$ cat src/rtl/vga_timing_gen.sv
// Parametrised VGA raster timing generator: pixel/line counters, blanking qualifiers,
// line/frame strobes and syncs, plus a CE-gated delay line for pipeline-aligned copies.
module vga_timing_gen #(
    parameter int CNTR_WIDTH = 13,
    parameter int H_ACTIVE   = 640,
    parameter int H_FP       = 16,
    parameter int H_SYNC     = 96,
    parameter int H_BP       = 48,
    parameter int V_ACTIVE   = 480,
    parameter int V_FP       = 10,
    parameter int V_SYNC     = 2,
    parameter int V_BP       = 33,
    parameter bit H_SYNC_POL = 1'b0,
    parameter bit V_SYNC_POL = 1'b0,
    parameter int PIPE_DELAY = 0
) (
    input  logic                  PIXEL_CLK,
    input  logic                  RESET,
    input  logic                  PIX_CE,
    output logic [CNTR_WIDTH-1:0] locX,
    output logic [CNTR_WIDTH-1:0] locY,
    output logic                  in_image_x,
    output logic                  in_image_y,
    output logic                  in_image,
    output logic                  line_start,
    output logic                  frame_start,
    output logic                  sync_h,
    output logic                  sync_v,
    output logic                  in_image_d,
    output logic                  sync_h_d,
    output logic                  sync_v_d
);

    localparam int H_TOTAL = H_ACTIVE + H_FP + H_SYNC + H_BP;
    localparam int V_TOTAL = V_ACTIVE + V_FP + V_SYNC + V_BP;

    localparam logic [CNTR_WIDTH-1:0] H_LAST   = CNTR_WIDTH'(H_TOTAL - 1);
    localparam logic [CNTR_WIDTH-1:0] V_LAST   = CNTR_WIDTH'(V_TOTAL - 1);
    localparam logic [CNTR_WIDTH-1:0] H_ACT_W  = CNTR_WIDTH'(H_ACTIVE);
    localparam logic [CNTR_WIDTH-1:0] V_ACT_W  = CNTR_WIDTH'(V_ACTIVE);
    localparam logic [CNTR_WIDTH-1:0] HS_FIRST = CNTR_WIDTH'(H_ACTIVE + H_FP);
    localparam logic [CNTR_WIDTH-1:0] HS_LAST  = CNTR_WIDTH'(H_ACTIVE + H_FP + H_SYNC - 1);
    localparam logic [CNTR_WIDTH-1:0] VS_FIRST = CNTR_WIDTH'(V_ACTIVE + V_FP);
    localparam logic [CNTR_WIDTH-1:0] VS_LAST  = CNTR_WIDTH'(V_ACTIVE + V_FP + V_SYNC - 1);
    localparam logic                  HS_ON    = H_SYNC_POL;
    localparam logic                  VS_ON    = V_SYNC_POL;

    if ((H_TOTAL > 2**CNTR_WIDTH) || (V_TOTAL > 2**CNTR_WIDTH)) begin : g_err_width
        $error("vga_timing_gen: H_TOTAL/V_TOTAL do not fit in CNTR_WIDTH");
    end
    if ((H_SYNC < 1) || (V_SYNC < 1)) begin : g_err_sync
        $error("vga_timing_gen: H_SYNC and V_SYNC must be at least 1");
    end
    if ((PIPE_DELAY < 0) || (PIPE_DELAY > 15)) begin : g_err_delay
        $error("vga_timing_gen: PIPE_DELAY must be in 0..15");
    end

    logic [CNTR_WIDTH-1:0] x_q, x_d, y_q, y_d;
    logic [CNTR_WIDTH-1:0] locx_q, locx_d, locy_q, locy_d;
    logic                  inx_q, inx_d, iny_q, iny_d, img_q, img_d;
    logic                  lstart_q, lstart_d, fstart_q, fstart_d;
    logic                  hs_q, hs_d, vs_q, vs_d;

    always_comb begin
        // NOTE: every _d starts at its held value, so no path through this block infers a latch.
        x_d      = x_q;
        y_d      = y_q;
        locx_d   = locx_q;
        locy_d   = locy_q;
        inx_d    = inx_q;
        iny_d    = iny_q;
        img_d    = img_q;
        lstart_d = lstart_q;
        fstart_d = fstart_q;
        hs_d     = hs_q;
        vs_d     = vs_q;
        if (PIX_CE) begin
            locx_d   = x_q;
            locy_d   = y_q;
            inx_d    = (x_q < H_ACT_W);
            iny_d    = (y_q < V_ACT_W);
            img_d    = (x_q < H_ACT_W) && (y_q < V_ACT_W);
            lstart_d = (x_q == '0);
            fstart_d = (x_q == '0) && (y_q == '0);
            hs_d     = ((x_q >= HS_FIRST) && (x_q <= HS_LAST)) ? HS_ON : ~HS_ON;
            vs_d     = ((y_q >= VS_FIRST) && (y_q <= VS_LAST)) ? VS_ON : ~VS_ON;
            if (x_q == H_LAST) begin
                x_d = '0;
                y_d = (y_q == V_LAST) ? '0 : y_q + CNTR_WIDTH'(1);
            end else begin
                x_d = x_q + CNTR_WIDTH'(1);
            end
        end
    end

    // NOTE: sequential state is written with <= only, so every flop samples pre-edge values.
    always_ff @(posedge PIXEL_CLK) begin
        if (RESET) begin
            x_q      <= '0;
            y_q      <= '0;
            locx_q   <= '0;
            locy_q   <= '0;
            inx_q    <= 1'b0;
            iny_q    <= 1'b0;
            img_q    <= 1'b0;
            lstart_q <= 1'b0;
            fstart_q <= 1'b0;
            hs_q     <= ~HS_ON;
            vs_q     <= ~VS_ON;
        end else begin
            x_q      <= x_d;
            y_q      <= y_d;
            locx_q   <= locx_d;
            locy_q   <= locy_d;
            inx_q    <= inx_d;
            iny_q    <= iny_d;
            img_q    <= img_d;
            lstart_q <= lstart_d;
            fstart_q <= fstart_d;
            hs_q     <= hs_d;
            vs_q     <= vs_d;
        end
    end

    assign locX        = locx_q;
    assign locY        = locy_q;
    assign in_image_x  = inx_q;
    assign in_image_y  = iny_q;
    assign in_image    = img_q;
    assign line_start  = lstart_q;
    assign frame_start = fstart_q;
    assign sync_h      = hs_q;
    assign sync_v      = vs_q;

    // Delay stages carry {in_image, sync_h, sync_v}; idle is blanked with both syncs inactive.
    localparam logic [2:0] IDLE_VEC = {1'b0, ~HS_ON, ~VS_ON};

    if (PIPE_DELAY == 0) begin : g_no_delay
        assign in_image_d = img_q;
        assign sync_h_d   = hs_q;
        assign sync_v_d   = vs_q;
    end else begin : g_delay
        logic [2:0] dly_q [PIPE_DELAY];
        logic [2:0] dly_d [PIPE_DELAY];

        always_comb begin
            for (int i = 0; i < PIPE_DELAY; i++) dly_d[i] = dly_q[i];
            if (PIX_CE) begin
                dly_d[0] = {img_q, hs_q, vs_q};
                for (int i = 1; i < PIPE_DELAY; i++) dly_d[i] = dly_q[i-1];
            end
        end

        // NOTE: the delay line is a short register chain, not RAM, so flushing it on reset is cheap and keeps stale syncs off the output.
        always_ff @(posedge PIXEL_CLK) begin
            if (RESET) begin
                for (int i = 0; i < PIPE_DELAY; i++) dly_q[i] <= IDLE_VEC;
            end else begin
                for (int i = 0; i < PIPE_DELAY; i++) dly_q[i] <= dly_d[i];
            end
        end

        assign {in_image_d, sync_h_d, sync_v_d} = dly_q[PIPE_DELAY-1];
    end

endmodule

$ cat config.mk
export PLATFORM = sky130hd
export DESIGN_NAME = vga_timing_gen
export DESIGN_NICKNAME = d
export VERILOG_FILES = /design/src/rtl/vga_timing_gen.sv
export SDC_FILE = /design/constraint.sdc
export NUM_CORES = 1
export LEC_CHECK = 0
export ABC_AREA = 0
export BUFFER_PORTS_ARGS = -buffer_cell sky130_fd_sc_hd__buf_2
export CORE_UTILIZATION = 35
export CTS_BUF_LIST = sky130_fd_sc_hd__clkbuf_4
export DETAILED_ROUTE_END_ITERATION = 8
export PLACE_DENSITY = 0.59
export SYNTH_ARGS = -nofsm -noshare
export SYNTH_HDL_FRONTEND = slang
export SYNTH_SLANG_ARGS = --single-unit
$ cat constraint.sdc
create_clock -name PIXEL_CLK -period 5.57 [get_ports PIXEL_CLK]
set_input_delay 1.114 -clock PIXEL_CLK [delete_from_list [all_inputs] [get_ports PIXEL_CLK]]
set_output_delay 1.114 -clock PIXEL_CLK [all_outputs]
set_load 0.01 [all_outputs]
==> summary.md <==
| Metric | Value |
|---|---|
| Hpwl dp | 3730 µm |
| Reg clk slew, reported paths | 0.09 ns |
| Critical R2R Launch | y_q[8]$_SDFFE_PP0P_ |
| Max Clk Rate | 347 MHz |
| DRT antenna net count | 0 |
| Worst skew pair latency | 0.41 ns |
| Clock power share | 0.395 |
| Worst setup path startpoint | PIX_CE |
| Max IR drop VDD | 0.101 mV |
| DRC violations left | 0 |
| Port-buffer cells | 38 |
| Final core utilization | 0.423 |
| Clock Skew | 0.0132 ns |
| Fill cells | 719 |
| Flops & latches, synth | 59 |
| DP Cell Count | 403 |
| Relative slew slack | 0.382 |
| Max Root-Sink Buffers | 2 |
| Psw | 186 µW |
| Pint | 584 µW |
| GRT Overall Usage | 0.159 |
| Slew @ Worst Pin | 0.927 ns |
| CTS Buf Count | 9 |
| CTS resizes | 0 |
| Finished Cell Area | 2950 µm² |
| Fin nets | 325 |
| GP Congestion | 0.814 |
| Pins over their slew limit | 0 |
| Worst Path Buf+Inv | 2 |
| CTS Root Cell | clkbuf_4 |
| Number of global-route vias before repair | 1,880 |
| Synth Cell Area | 2590 µm² |
| Pwr Density | 261 nW/µm² |
| DR vias/cell | 4.89 |
| Ant diodes | 0 |
| Setup tns final | 0 ns |
| Wirelength per Cell | 13.3 µm |
| Sequential share of the synthesized area | 0.456 |
| Most Crowded Layer GR | met1 |
| RSZ-0062 raised after global routing | false |
| Setup CP Type | primary input to register |
| FF+latch area | 1180 µm² |
| Synth unique cells | 39 |
| CP Launch Type | primary input |
| Die area | 7750 µm² |
| Setup bufs post-CTS | 0 |
| TritonRoute pass-1 iters | 4 |
| Met1 capacity usage during global routing | 0.229 |
| Sw Ratio | 0.241 |
| CP Data Arrival Time | 3.22 ns |
| # setup viols final | 0 |
| Die Span X | 88.0 µm |
| Critical Path Sink Type | register |
| Max-cap violations | 0 |
| Drt first-iter violations | 96 |
| Seq pwr share | 0.559 |
| Hold_sp | in_image_x$_SDFFE_PP0P_ |
| Post-DP Area | 2820 µm² |
| Minimum clock period | 2.88 ns |
| CP Data Required Time | 5.90 ns |
| Crit path max-delay family | buffers and inverters |
| First-pass GRT wire length | 9320 µm |
| IO Count | 39 |
| Vias after detailed routing | 2,047 |
| Synthesized Nets | 294 |
| Synth Warn # | 0 |
| Leakage | 1.26 nW |
| Core area | 6980 µm² |
| Clk sink count | 59 |
| Share of layout cells above drive strength 1 | 0.195 |
| Final hold vios | 0 |
| Status | finished, final reports clean |
| Crit-path cells | buf_2 > clkinv_1 > or3b_2 > nand2b_1 > a21oi_1 |
| Mean Syn Cell Area | 9.02 µm² |
| Cells after Synth | 287 |
| # rows | 30 |
| Footprint of the multi-input gates | 1290 µm² |
| Crit Path Max Fanout | 35 |
| TritonCTS clock tree | done |
| Post-Layout Cell Count | 419 |
| Final period utilization | 0.518 |
| Chip Height | 88.0 µm |
| Largest net degree at the start of global routing | 39 |
| H-tree lvl count | 3 |
| Min-Delay Path Class | register to register |
| GR Layer Usage met3 | 0.0518 |
| Met2 usage | 0.209 |
| Combinational share of power | 0.046 |
| Total gr overflow | 0 |
| Largest stage delay on the critical path | 0.69 ns |
| Critical-path cell with the highest stage delay | buf_2 |
| Starting Density | 0.371 |
| Initial antenna violation count | 0 |
| Cts hold-fix bufs | 0 |
| Area Overhead vs Synth | 14.0% |
| Routed WL | 5560 µm |
## cell families (layout without fill, tap and decap cells)
group,Yosys count,in the layout,synth area share
multiplexers,28,28,0.108
buffers and inverters,27,63,0.0459
XOR/XNOR,21,21,0.0710
adder cells (fa/ha/maj),4,4,0.0193
flip-flops,59,59,0.456
AND/OR/NAND/NOR,131,131,0.256
AO/OA/AOI/OAI,17,17,0.0435
## routing by layer
metal	share of wire	vias to the layer above
met4	0.016	0
met1	0.54	945
met3	0.049	8
li1	-	1043
met5	0	-
met2	0.40	51
## worst reg2reg max path, delay by kind of cell (launching register included)
family,cells,cell delay (ns)
AOI/OAI and AO/OA,1,0.29
DFF,1,0.37
and+or+nand+nor,3,1.19
## power groups by stage
stage | Sequential [mW] | Combinational, mW | Clock [mW]
finish | 0.430 | 0.0352 | 0.304
global route | 0.431 | 0.0397 | 0.334
CTS | 0.430 | 0.0360 | 0.316
detailed placement | 0.440 | 0.0359 | 0
global placement | 0.440 | 0.0350 | 0
floorplan | 0.441 | 0.0259 | 0
## cell usage after synthesis, drive strengths merged
library cell / count / area share
nand2b: 2 / 0.0048
nor2: 55 / 0.080
o41ai: 1 / 0.0034
clkbuf: 6 / 0.0092
nor4: 1 / 0.0082
a31oi: 2 / 0.0048
a2111oi: 1 / 0.0034
clkinv: 1 / 0.0014
nand3: 14 / 0.027
nor3: 9 / 0.022
and2: 3 / 0.0072
nand2: 19 / 0.028
o21ai: 4 / 0.012
mux2i: 28 / 0.11
or4: 3 / 0.012
inv: 8 / 0.012
or3: 3 / 0.012
and4: 1 / 0.0039
xor2: 18 / 0.061
nand3b: 1 / 0.0029
nor3b: 1 / 0.0029
a211o: 1 / 0.0034
a21oi: 7 / 0.014
ha: 4 / 0.019
buf: 12 / 0.024
or3b: 1 / 0.0034
dfxtp: 59 / 0.46
nand4: 12 / 0.029
xnor2: 3 / 0.010
and3: 5 / 0.012
or2: 1 / 0.0024
o31ai: 1 / 0.0029
## per-stage QoR
stage / hold WS (ns) / setup WS, ns / power [mW]
floorplan: 0.486 / 3.24 / 0.467
global placement: 0.458 / 2.26 / 0.475
detailed placement: 0.468 / 2.20 / 0.476
CTS: 0.483 / 2.64 / 0.783
global route: 0.513 / 2.42 / 0.805
finish: 0.478 / 2.69 / 0.769
## final timing paths
check | to | slack [ns] | depth (start not counted)
worst max register to register | y_q[5]$_SDFFE_PP0P_ | 3.61 | 4
worst max-delay path | in_image$_SDFFE_PP0P_ | 2.69 | 5
worst min-delay path | in_image_x$_SDFFE_PP0P_ | 0.48 | 2
worst min register to register | in_image_x$_SDFFE_PP0P_ | 0.48 | 2
## flip-flops by register name, indices dropped and copies added, names as in the netlist, 13 cells and up
signal and flops:
locY 13, x_q 13, locX 13, y_q 13
## placed cells by master, fill, tap and decap left out, drive strengths merged, types with 2 or more instances in the layout
cell type / count
dfxtp: 59
nor2: 55
buf: 38
mux2i: 28
nand2: 19
xor2: 18
nand3: 14
nand4: 12
clkbuf: 11
nor3: 9
inv: 8
a21oi: 7
and3: 5
ha: 4
o21ai: 4
and2: 3
xnor2: 3
or3: 3
clkinv: 3
or4: 3
nand2b: 2
a31oi: 2
clkinvlp: 2
## layout make-up
class	count	area share
multi-input combinational	201	0.437
sequential	59	0.400
timing repair buffer	38	0.0644
tap	96	0.0407
clock buffer	11	0.0280
clock inverter	5	0.0182
inverter	9	0.0114
Power figures use the tool's default switching activity.
